<file path="src/rtl/uart_tx_arbiter.sv">
// uart_tx_arbiter: shares one UART transmitter among NUM_REQ requesters.
//
// A round-robin arbiter picks one pending requester, latches its frame and
// sends the frame MSB byte first through the trmt/tx_data/tx_done handshake.
// The winner gets a one-cycle ack once its last byte is complete.
//
// Optional feature: define UART_ARB_CHKSUM_EN to append one checksum byte to
// each frame. The checksum is the bitwise NOT of the 8-bit modular sum of the
// frame bytes.
//
// Ports:
//   clk_i      system clock
//   rst_i      asynchronous active-high reset
//   req_i      per-requester request, held high until the matching ack
//   frame_i    flattened frames; requester i at [(i+1)*8*FRAME_BYTES-1 -: 8*FRAME_BYTES]
//   ack_o      one-cycle pulse to the requester whose frame finished
//   gnt_o      one-hot grant, high from grant through the ack cycle
//   busy_o     high whenever the arbiter is not idle
//   trmt_o     one-cycle transmit strobe to the UART
//   tx_data_o  byte to transmit, stable from trmt until tx_done
//   tx_done_i  UART byte-complete pulse
module uart_tx_arbiter #(
  parameter int unsigned NUM_REQ     = 2,
  parameter int unsigned FRAME_BYTES = 3
) (
  input  logic                           clk_i,
  input  logic                           rst_i,
  input  logic [NUM_REQ-1:0]             req_i,
  input  logic [NUM_REQ*8*FRAME_BYTES-1:0] frame_i,
  output logic [NUM_REQ-1:0]             ack_o,
  output logic [NUM_REQ-1:0]             gnt_o,
  output logic                           busy_o,
  output logic                           trmt_o,
  output logic [7:0]                     tx_data_o,
  input  logic                           tx_done_i
);

  localparam int unsigned FrameW = 8 * FRAME_BYTES;
  localparam int unsigned IdxW   = (NUM_REQ > 1) ? $clog2(NUM_REQ) : 1;
  localparam int unsigned CntW   = $clog2(FRAME_BYTES + 2);

`ifdef UART_ARB_CHKSUM_EN
  // The checksum pass follows the last frame byte.
  localparam logic [CntW-1:0] LastCnt = CntW'(FRAME_BYTES);
  localparam logic [CntW-1:0] ChkCnt  = CntW'(FRAME_BYTES - 1);
`else
  localparam logic [CntW-1:0] LastCnt = CntW'(FRAME_BYTES - 1);
`endif

  typedef enum logic [1:0] {StIdle, StSend, StWait, StAck} state_e;

  state_e              state_q, state_d;
  logic [IdxW-1:0]     rr_q, rr_d;
  logic [IdxW-1:0]     win_q, win_d;
  logic [FrameW-1:0]   shift_q, shift_d;
  logic [CntW-1:0]     cnt_q, cnt_d;
  logic [NUM_REQ-1:0]  gnt_q, gnt_d;
  logic [NUM_REQ-1:0]  ack_q, ack_d;
  logic                busy_q, busy_d;
  logic                trmt_q, trmt_d;
  logic [7:0]          tx_data_q, tx_data_d;
`ifdef UART_ARB_CHKSUM_EN
  logic [7:0]          sum_q, sum_d;
`endif

  logic                found;
  logic [IdxW-1:0]     arb_idx;
  logic [FrameW-1:0]   arb_frame;
  logic [FrameW-1:0]   shift_nx;

  // Round-robin pick: the first pass (descending) leaves the lowest requesting
  // index, used when nothing at or above rr_q is pending (wrap case). The
  // second pass overrides it with the lowest requesting index >= rr_q.
  always_comb begin
    found     = 1'b0;
    arb_idx   = '0;
    arb_frame = '0;
    for (int i = int'(NUM_REQ) - 1; i >= 0; i--) begin
      if (req_i[i]) begin
        found   = 1'b1;
        arb_idx = IdxW'(i);
      end
    end
    for (int i = int'(NUM_REQ) - 1; i >= 0; i--) begin
      if (req_i[i] && (IdxW'(i) >= rr_q)) begin
        arb_idx = IdxW'(i);
      end
    end
    for (int i = 0; i < int'(NUM_REQ); i++) begin
      if (arb_idx == IdxW'(i)) begin
        arb_frame = frame_i[i*FrameW +: FrameW];
      end
    end
  end

  assign shift_nx = shift_q << 8;

  always_comb begin
    state_d   = state_q;
    rr_d      = rr_q;
    win_d     = win_q;
    shift_d   = shift_q;
    cnt_d     = cnt_q;
    gnt_d     = gnt_q;
    ack_d     = '0;
    busy_d    = busy_q;
    trmt_d    = 1'b0;
    tx_data_d = tx_data_q;
`ifdef UART_ARB_CHKSUM_EN
    sum_d     = sum_q;
`endif

    unique case (state_q)
      StIdle: begin
        if (found) begin
          state_d        = StSend;
          win_d          = arb_idx;
          shift_d        = arb_frame;
          cnt_d          = '0;
          gnt_d          = '0;
          gnt_d[arb_idx] = 1'b1;
          busy_d         = 1'b1;
          trmt_d         = 1'b1;
          tx_data_d      = arb_frame[FrameW-1 -: 8];
`ifdef UART_ARB_CHKSUM_EN
          sum_d          = arb_frame[FrameW-1 -: 8];
`endif
        end
      end

      // tx_done during the strobe cycle belongs to no byte of ours; ignore it.
      StSend: state_d = StWait;

      StWait: begin
        if (tx_done_i) begin
          shift_d = shift_nx;
          cnt_d   = cnt_q + 1'b1;
          if (cnt_q == LastCnt) begin
            state_d      = StAck;
            ack_d[win_q] = 1'b1;
          end else begin
            state_d = StSend;
            trmt_d  = 1'b1;
`ifdef UART_ARB_CHKSUM_EN
            if (cnt_q == ChkCnt) begin
              tx_data_d = ~sum_q;
            end else begin
              tx_data_d = shift_nx[FrameW-1 -: 8];
              sum_d     = sum_q + shift_nx[FrameW-1 -: 8];
            end
`else
            tx_data_d = shift_nx[FrameW-1 -: 8];
`endif
          end
        end
      end

      StAck: begin
        state_d = StIdle;
        gnt_d   = '0;
        busy_d  = 1'b0;
        rr_d    = (win_q == IdxW'(NUM_REQ - 1)) ? '0 : win_q + 1'b1;
      end

      default: state_d = StIdle;
    endcase
  end

  always_ff @(posedge clk_i or posedge rst_i) begin
    if (rst_i) begin
      state_q   <= StIdle;
      rr_q      <= '0;
      win_q     <= '0;
      shift_q   <= '0;
      cnt_q     <= '0;
      gnt_q     <= '0;
      ack_q     <= '0;
      busy_q    <= 1'b0;
      trmt_q    <= 1'b0;
      tx_data_q <= 8'h00;
`ifdef UART_ARB_CHKSUM_EN
      sum_q     <= 8'h00;
`endif
    end else begin
      state_q   <= state_d;
      rr_q      <= rr_d;
      win_q     <= win_d;
      shift_q   <= shift_d;
      cnt_q     <= cnt_d;
      gnt_q     <= gnt_d;
      ack_q     <= ack_d;
      busy_q    <= busy_d;
      trmt_q    <= trmt_d;
      tx_data_q <= tx_data_d;
`ifdef UART_ARB_CHKSUM_EN
      sum_q     <= sum_d;
`endif
    end
  end

  assign ack_o     = ack_q;
  assign gnt_o     = gnt_q;
  assign busy_o    = busy_q;
  assign trmt_o    = trmt_q;
  assign tx_data_o = tx_data_q;

endmodule

</file>
<file path="config.mk">
export PLATFORM = sky130hd
export DESIGN_NAME = uart_tx_arbiter
export DESIGN_NICKNAME = d
export VERILOG_FILES = /design/src/rtl/uart_tx_arbiter.sv
export SDC_FILE = /design/constraint.sdc
export NUM_CORES = 1
export LEC_CHECK = 0
export CORE_ASPECT_RATIO = 0.6
export CORE_MARGIN = 4
export CORE_UTILIZATION = 35
export CTS_CLUSTER_DIAMETER = 50
export DETAILED_ROUTE_END_ITERATION = 8
export PLACE_DENSITY = 0.74
export SLEW_MARGIN = 40
export SYNTH_ARGS = -nofsm -noshare
export SYNTH_HDL_FRONTEND = slang
export SYNTH_SLANG_ARGS = --single-unit
</file>
<file path="constraint.sdc">
create_clock -name clk_i -period 5.3 [get_ports clk_i]
set_clock_uncertainty 0.2 [all_clocks]
set_input_delay 0.795 -clock clk_i [delete_from_list [all_inputs] [get_ports clk_i]]
set_output_delay 0.795 -clock clk_i [all_outputs]
set_load 0.02 [all_outputs]
</file>
==> impl_metrics.py <==
metrics = {
    "status": {
        "outcome": "finished, final reports clean",
    },
    "worst_setup_path": {
        "critPathMaxFanout": 29,
        "timing.rr.start": "state_q[1]$_DFFE_PP0P_",
        "cp-startpoint": "req_i[1]",
        "r2r_slack_ns": 2.86,
        "worstPathRequired_ns": 5.26,
        "crit_path_start_kind": "input port",
        "cp.arrival_ns": 2.84,
        "cp-end-kind": "register",
        "path_class": "input port to register",
    },
    "floorplan": {
        "core_area_um2": 5150,
        "dieWidth_um": 103,
        "io_pins": 67,
        "die-area_um2": 6710,
        "initial_utilization_pct": 36.9,
        "fp-row-count": 20,
        "fp.dieH_um": 65.1,
    },
    "power": {
        "power_density_nw_per_um2": 498,
        "p_total_mw": 1.33,
        "peakVddDrop_mv": 0.181,
        "leakagePower_nw": 1.14,
    },
    "placed_design": {
        "port_buffers": 66,
        "gp_congestion": 0.760,
        "placedInstanceArea_um2": 2570,
        "pre_cts_ws_ns": 1.90,
        "hpwlAfterDp_um": 3940,
    },
    "final_layout": {
        "area_growth_pct": 40.8,
        "final_area_um2": 2680,
        "final_util_pct": 51.9,
        "fin_nets": 302,
        "layout-drive-gt1-share_pct": 5.24,
        "diodes": 0,
    },
    "clock_tree": {
        "root_buffer": "clkbuf_8",
        "cts_buffers": 5,
        "postCtsSetupBuffers": 0,
        "insertion_delay_ns": 0.29,
        "clk_pin_slew_ns": 0.07,
        "post_cts_resized": 0,
        "cts.hold.buffers_added": 0,
        "cts_tree": "built",
        "clk_path_buf_depth": 2,
        "htree_levels": 2,
        "clock_sinks": 37,
    },
    "synth": {
        "ys.warnings.count": 0,
        "yosysMostFrequentCell": "dfrtp_1",
        "syn_area_per_cell_um2": 10.1,
        "synth_cells": 188,
        "yosys-top-cells-area": "dfrtp_1 (49%), o2bb2ai_1 (4.6%), a222oi_1 (4.2%), a221oi_1 (3.7%), a21boi_0 (3.6%)",
        "synth_seq_cells": 37,
        "synth_nets": 243,
        "synth_cell_types": 33,
        "synth_edf_count": 0,
        "ys_seq_area_share_pct": 48.7,
        "synth_top_flop_cell": "dfrtp_1",
        "syn-cell-area_um2": 1900,
        "yosysTopAreaCell": "dfrtp_1",
        "synth_top_cell_area_share_pct": 48.7,
        "async_flop_share_pct": 100,
        "ys_top_cells_by_count": "dfrtp_1 (37), inv_1 (15), nand2_1 (12)",
    },
    "global_route": {
        "grt_max_degree": 38,
        "grt_pass1_vias": 1716,
        "track_usage_pct": 16.5,
        "grt_pass1_wl_um": 8510,
        "antenna_found_initial": 0,
        "gr-total-overflow": 0,
    },
    "routing": {
        "routed_wl_um": 5320,
        "drc": 0,
        "detail-route-antenna-nets": 0,
        "topRoutingLayerUsed": "met4",
        "met2_length_um": 2060,
        "wl_met1_um": 2770,
        "wl_met3_um": 455,
        "num_vias": 1677,
        "post_drt_via_cell_ratio": 5.34,
        "wl_per_cell_um": 16.9,
        "drt_iter0_markers": 81,
        "first_pass_iters": 4,
    },
    "sta": {
        "fin_crit_sh_pct": 54.4,
        "post-route-min-period_ns": 2.88,
        "max_slew_margin_pct": 49.5,
        "final.setup.tns_ns": 0,
        "finalSetupViolCount": 0,
        "slew_violations": 0,
        "finalWorstSetupSlack_ns": 2.42,
        "final_hold_viol_count": 0,
        "clock.fmax_mhz": 347,
        "rsz0062_at_grt": "false",
        "tightest_slew_ns": 0.756,
    },
    "min_path": {
        "hp-start": "shift_q[12]$_DFFE_PP0P_",
        "hp-class": "register to register",
    },
    "flow_run": {
        "cap_violations": 0,
    },
}
[layer usage]
metal  GRT usage [%]  up-vias
met3            4.95        3
met5               0        -
met1            25.2      785
met4            3.72        0
li1                -      825
met2            22.5       64
[report_power, final]
group	switching (mW)	total [mW]	internal [mW]
sequential	0.112	0.516	0.404
clock	0.0996	0.217	0.118
combinational	0.321	0.598	0.277
[kinds of logic after synthesis]
| family | share of synthesized area (%) |
|---|---|
| AO/OA/AOI/OAI | 28.7 |
| flip-flops | 48.7 |
| buffers and inverters | 7.31 |
| adder cells (fa/ha/maj) | 1.32 |
| AND/OR/NAND/NOR | 14.0 |
[critical path: stages]
cell	delay, ns
clkdlybuf4s50_1	0.85
nor3_2	0.11
a211o_2	0.55
a21o_1	0.35
o2bb2ai_1	0.18
[cells in the final DEF, fill, tap and decap left out, types with 2 or more instances in the layout]
master / instances
nor2b_1: 2
nand3_1: 2
nor2_1: 7
nand2b_1: 4
a222oi_1: 8
a211oi_1: 8
a21boi_0: 9
a221oi_1: 8
dfrtp_1: 37
ha_1: 2
nand2_1: 12
o21ai_0: 6
inv_1: 15
clkbuf_8: 7
o2bb2ai_1: 10
o31ai_1: 9
clkdlybuf4s50_1: 66
and3_1: 9
a21oi_1: 6
nor3b_1: 8
[area by class of cell]
type                            instances  area [um^2]
Fill cell                             482         2480
Sequential cell                        37          926
Multi-Input combinational cell        120          837
Timing Repair Buffer                   67          668
Clock buffer                            7         96.3
Tap cell                               66         82.6
Inverter                               16         60.1
Clock inverter                          1         5.00
[sequential cells by signal, indices dropped and copies added, names as in the netlist, 2 cells and up]
signal / cells
tx_data_o: 8
cnt_q: 3
ack_o: 2
gnt_o: 2
state_q: 2
shift_q: 16
[per-stage QoR]
stage | cells | hold slack, ns
after floorplan | 188 | 0.239
after global placement | 306 | 0.257
after detailed placement | 306 | 0.264
after CTS | 314 | 0.282
after global routing | 314 | 0.296
final | 314 | 0.279
[path summary, 6_finish.rpt]
kind,endpoint,depth (start not counted)
min,shift_q[12]$_DFFE_PP0P_,2
min in group asynchronous,shift_q[1]$_DFFE_PP0P_,3
max reg2reg,tx_data_o[4]$_DFFE_PP0P_,4
max in group asynchronous,tx_data_o[4]$_DFFE_PP0P_,3
min reg2reg,shift_q[12]$_DFFE_PP0P_,2
max,tx_data_o[6]$_DFFE_PP0P_,5
Note: power is estimated with default switching activity, not from simulation.
==> patch 1, RTL diff (config.mk and constraints unchanged) <==
The 4 states of `state_e` get a one-hot encoding in 4 bits.
--- a/src/rtl/uart_tx_arbiter.sv
+++ b/src/rtl/uart_tx_arbiter.sv
@@ -48,5 +48,5 @@
 `endif
 
-  typedef enum logic [1:0] {StIdle, StSend, StWait, StAck} state_e;
+  typedef enum logic [3:0] {StIdle = 4'b0001, StSend = 4'b0010, StWait = 4'b0100, StAck = 4'b1000} state_e;
 
   state_e              state_q, state_d;
Check against the original RTL: no difference found for any inputs over 10 cycles, from zero or initial values and one cycle with rst_i high; not proved beyond that.
==> patch 1 against the unedited design <==
Die area up 6.2%. Wire length down 2.3%. Register-to-register slack better by 0.31 ns. Worst hold slack better by 0.0071 ns. Sequential power down 2%. Area after synthesis up 6.9%. Sequential cell count up 2. Total power up 0.21%. Clock power up 38%. Design area up 7.0%. Count of clock-buffer cells in the layout down 2. Global-route usage down 1.4 points. Worst setup slack worse by 0.083 ns.
==> patch 1: results (changes against the unedited design) <==
placed_design:
  gp_congestion: 0.786  # +3.4%
  dp_hpwl_um: 3900  # -0.81%
power:
  power.leakage_nw: 1.26  # +10%
  ir_drop_uv: 160  # -12%
  power.net_switching_mw: 0.479  # -9.9%
finish:
  diodes: 0  # unchanged
  post_route_cells_drive_above_1_share_pct: 7.75  # +2.5 points
  fillerInstances: 511  # +6.0%
  design.final.nets: 325  # +7.6%
worst_setup_path:
  critPathMaxFanout: 26  # -10%
  crit_path_max_incr_delay_ns: 0.76  # -0.09 ns
  cp.arrival_ns: 2.97  # +0.13 ns
  reg2reg_from: "rr_q"
  crit_family: "buffers and inverters"
  r2r_cells: 4  # unchanged
  r2r_slack_ns: 3.17  # +0.31 ns
  crit_end: "shift_q[8]"
  cp-startpoint: "req_i[1]"
yosys:
  seq_area_frac_synth_pct: 48.1  # -0.63 points
  synth_area_leaders: "dfrtp_1, a21boi_0, nand2_1"
  ys_types: 31  # -6.1%
  yosysTopAreaCellShare_pct: 46.8  # -1.9 points
  synth_compound_area_share_pct: 23.6  # -5.1 points
  synth-async-reset-ratio_pct: 100  # unchanged
  synth_fa_ha_area_share_pct: 1.23  # -0.085 points
  synth.area.mux_share_pct: 4.99  # +5.0 points
  synth_xor_area_share_pct: 0.431  # +0.43 points
  synth_fp_nets: 265  # +9.1%
  ys.flop_type: "dfrtp_1"
  synthTopCellsByCount: "dfrtp_1, nand2_1, nor2_1, a21boi_0, a31oi_1"
grt:
  met2_usage_pct: 22.8  # +0.27 points
  use_met1_pct: 21.4  # -3.8 points
  grt_max_degree: 40  # +5.3%
  grt_use_total_pct: 15.1  # -1.4 points
  grtUsageMet3_pct: 4.65  # -0.30 points
  grt_first_pass_wirelength_um: 8200  # -3.6%
  grt_pass1_vias: 1656  # -3.5%
timing:
  tightest_slew_ns: 0.667  # -0.0889 ns
  setup_viol_count_final: 0  # unchanged
floorplan:
  start_util_pct: 36.3  # -0.56 points
cts:
  cts.repair.resized: 0  # unchanged
  htreeDepth: 2  # unchanged
  clk_pin_slew_worst_paths_ns: 0.09  # +0.02 ns
  cts_buffers: 5  # unchanged
  cts_setup_buffers: 0  # unchanged
drt:
  drt-met1-wl_um: 2570  # -7.2%
  met2WireLength_um: 2260  # +10%
  wl_um: 5200  # -2.3%
  viasPerCell: 4.91  # -8.0%
  met3_length_um: 344  # -24%
  dr.first_iter.drc_count: 115  # +42%
outcome:
  status: "finished, final reports clean"
patch 1: cell count changes after synthesis, moves of 10 or more:
cell | unedited run | this run
nor2_1 | 7 | 22
nand2_1 | 12 | 34
o2bb2ai_1 | 10 | 0
a31oi_1 | 1 | 16
patch 1: cell type report:
| cell class | instances | area share [%] |
|---|---|---|
| Tap cell | 80 | 3.50 |
| Clock buffer | 5 | 2.40 |
| Multi-Input combinational cell | 149 | 32.8 |
| Timing Repair Buffer | 69 | 24.0 |
| Sequential cell | 39 | 34.1 |
| Inverter | 6 | 0.787 |
| Clock inverter | 3 | 2.36 |
patch 1: worst min path at each step:
stage                        endpoint  slack [ns]         from  cells past startpoint
after floorplan                  rr_q        0.24         rr_q                      2
after global placement           rr_q        0.26         rr_q                      2
after detailed placement  shift_q[10]        0.27  shift_q[10]                      2
after CTS                 shift_q[14]        0.29  shift_q[14]                      2
after global routing       shift_q[7]        0.30   shift_q[7]                      2
final                     shift_q[10]        0.29  shift_q[10]                      2
patch 1: power groups by stage:
stage | clock network [mW] | logic (mW) | registers [mW]
final | 0.300 | 0.529 | 0.505
after global routing | 0.319 | 0.597 | 0.520
after CTS | 0.305 | 0.528 | 0.504
after detailed placement | 0 | 0.526 | 0.508
after global placement | 0 | 0.511 | 0.504
after floorplan | 0 | 0.341 | 0.525
patch 1: through the flow:
| stage | setup slack (ns) | hold slack [ns] | power (mW) | std cells | area, µm² |
|---|---|---|---|---|---|
| floorplan | 3.10 | 0.241 | 0.866 | 210 | 2030 |
| detailed placement | 2.02 | 0.267 | 1.03 | 342 | 2720 |
| global placement | 2.06 | 0.258 | 1.02 | 341 | 2700 |
| global route | 2.17 | 0.304 | 1.44 | 351 | 2860 |
| CTS | 2.34 | 0.287 | 1.34 | 350 | 2850 |
| finish | 2.33 | 0.286 | 1.33 | 351 | 2860 |
==> patch 2, RTL diff (config.mk and constraints unchanged) <==
Without the edit above. The parameter `NUM_REQ` goes from 2 to 1.
--- a/src/rtl/uart_tx_arbiter.sv
+++ b/src/rtl/uart_tx_arbiter.sv
@@ -21,5 +21,5 @@
 //   tx_done_i  UART byte-complete pulse
 module uart_tx_arbiter #(
-  parameter int unsigned NUM_REQ     = 2,
+  parameter int unsigned NUM_REQ     = 1,
   parameter int unsigned FRAME_BYTES = 3
 ) (
Interface: changed (resized ack_o, frame_i, gnt_o and req_i); port bits go from 67 to 40. The function was not compared with the original's and may differ.
==> patch 2 against the unedited design <==
Sequential cell count is 5 lower. Wire length is 37% lower. Cell count is 33% lower. Global-route usage is 2.9 points lower. Worst setup slack better by 0.35 ns. Largest cell class unchanged. Total power is 13% lower. Register-to-register slack better by 0.41 ns. Highest routed layer unchanged. Area after synthesis is 21% lower. Synthesized cell count is 42% lower. Design area is 24% lower.
==> patch 2: results (changes against the unedited design) <==
outcome:
  status: "finished, final reports clean"
worst_setup_path:
  reg2reg_from: "state_q[0]"
  critPathMaxFanout: 17  # -41%
  cp_slowest_cell: "nor3b_4"
  r2r_cells: 3  # -1
  cp.arrival_ns: 2.56  # -0.28 ns
  r2r_slack_ns: 3.27  # +0.41 ns
  r2r_end: "tx_data_o[6]"
  crit_path_max_incr_delay_ns: 0.65  # -0.20 ns
cts:
  cts_buffers: 5  # unchanged
  clockBufferDepth: 2  # unchanged
grt:
  grt_pass1_vias: 1119  # -35%
  grt_first_pass_wirelength_um: 5550  # -35%
  grt_use_total_pct: 13.6  # -2.9 points
  use_met1_pct: 17.9  # -7.4 points
  grtUsageMet3_pct: 7.15  # +2.2 points
  grt_max_degree: 33  # -13%
  met2_usage_pct: 20.0  # -2.5 points
yosys:
  synth.area.mux_share_pct: 15.4  # +15 points
  synth_fp_nets: 139  # -43%
  synthTopCellsByCount: "dfrtp_1, nand2b_1, mux2_2"
  ys_types: 26  # -21%
  synth_compound_area_share_pct: 15.0  # -14 points
  synth_fa_ha_area_share_pct: 1.66  # +0.34 points
  synth_area_per_cell_um2: 13.8  # +37%
  seq_area_frac_synth_pct: 53.2  # +4.4 points
timing:
  relSlewSlack_pct: 51.7  # +2.3 points
  whs_ns: 0.299  # +0.0196 ns
  setup_viol_count_final: 0  # unchanged
min_path:
  min_to: "shift_q[1]"
  hold_start: "shift_q[1]"
placed_design:
  io_buffers: 39  # -41%
  dp.cells: 202  # -34%
  post-place-ws_ns: 2.44  # +0.544 ns
  dpl_cell_area_um2: 1910  # -26%
  gp_congestion: 0.756  # -0.47%
  dp_hpwl_um: 2400  # -39%
finish:
  final_cells: 210  # -33%
  largest_reg_flops: 16  # unchanged
  design.final.nets: 179  # -41%
  post_route_cells_drive_above_1_share_pct: 25.3  # +20 points
drt:
  dr.first_iter.drc_count: 44  # -46%
  met3_length_um: 243  # -47%
  wl_um: 3360  # -37%
  drt-met1-wl_um: 1620  # -42%
  met2WireLength_um: 1480  # -28%
power:
  ir_drop_uv: 197  # +8.9%
## patch 2: changes by cell type after synthesis, moves of 8 or more
cell / unedited run / this run
a211oi_1: 8 / 0
a21boi_0: 9 / 1
a221oi_1: 8 / 0
a222oi_1: 8 / 0
and3_1: 9 / 0
clkbuf_1: 9 / 0
inv_1: 15 / 3
mux2_2: 0 / 9
mux2_4: 0 / 8
nand2_1: 12 / 3
nor3b_1: 8 / 0
o221a_2: 0 / 8
o2bb2ai_1: 10 / 1
o31ai_1: 9 / 0
## patch 2: cells by family (layout without fill, tap and decap cells)
logic type                 after synthesis  count (layout)
AOI/OAI and AO/OA                       26              26
and+or+nand+nor                         20              20
muxes                                   18              18
buffers and inverters                   11              52
DFF                                     32              32
adders and majority gates                2               2
## patch 2: cell type report
cell class	instances	area [µm²]
Clock buffer	6	72.6
Clock inverter	2	35.0
Fill cell	380	2100
Inverter	4	17.5
Multi-Input combinational cell	66	622
Sequential cell	32	801
Tap cell	60	75.1
Timing Repair Buffer	40	398
## patch 2: power by group through the flow
stage	Sequential, mW	Combinational [mW]	Clock (mW)
2_1_floorplan	0.459	0.336	0
3_3_place_gp	0.437	0.477	0
3_5_place_dp	0.442	0.489	0
4_1_cts	0.440	0.491	0.235
5_1_grt	0.452	0.520	0.250
6_report	0.439	0.483	0.229
## patch 2: worst max path at each step
stage,from,to,depth (start not counted)
after floorplan,tx_done_i,cnt_q[1],6
after global placement,req_i,tx_data_o[6],4
after detailed placement,req_i,tx_data_o[6],4
after CTS,req_i,tx_data_o[6],4
after global routing,req_i,tx_data_o[7],4
final,req_i,tx_data_o[6],4
## patch 2: critical path: cells and delay by family
family                 cells  cell delay (ns)
buffers and inverters      1             0.52
and+or+nand+nor            1             0.65
AOI/OAI and AO/OA          2             0.60
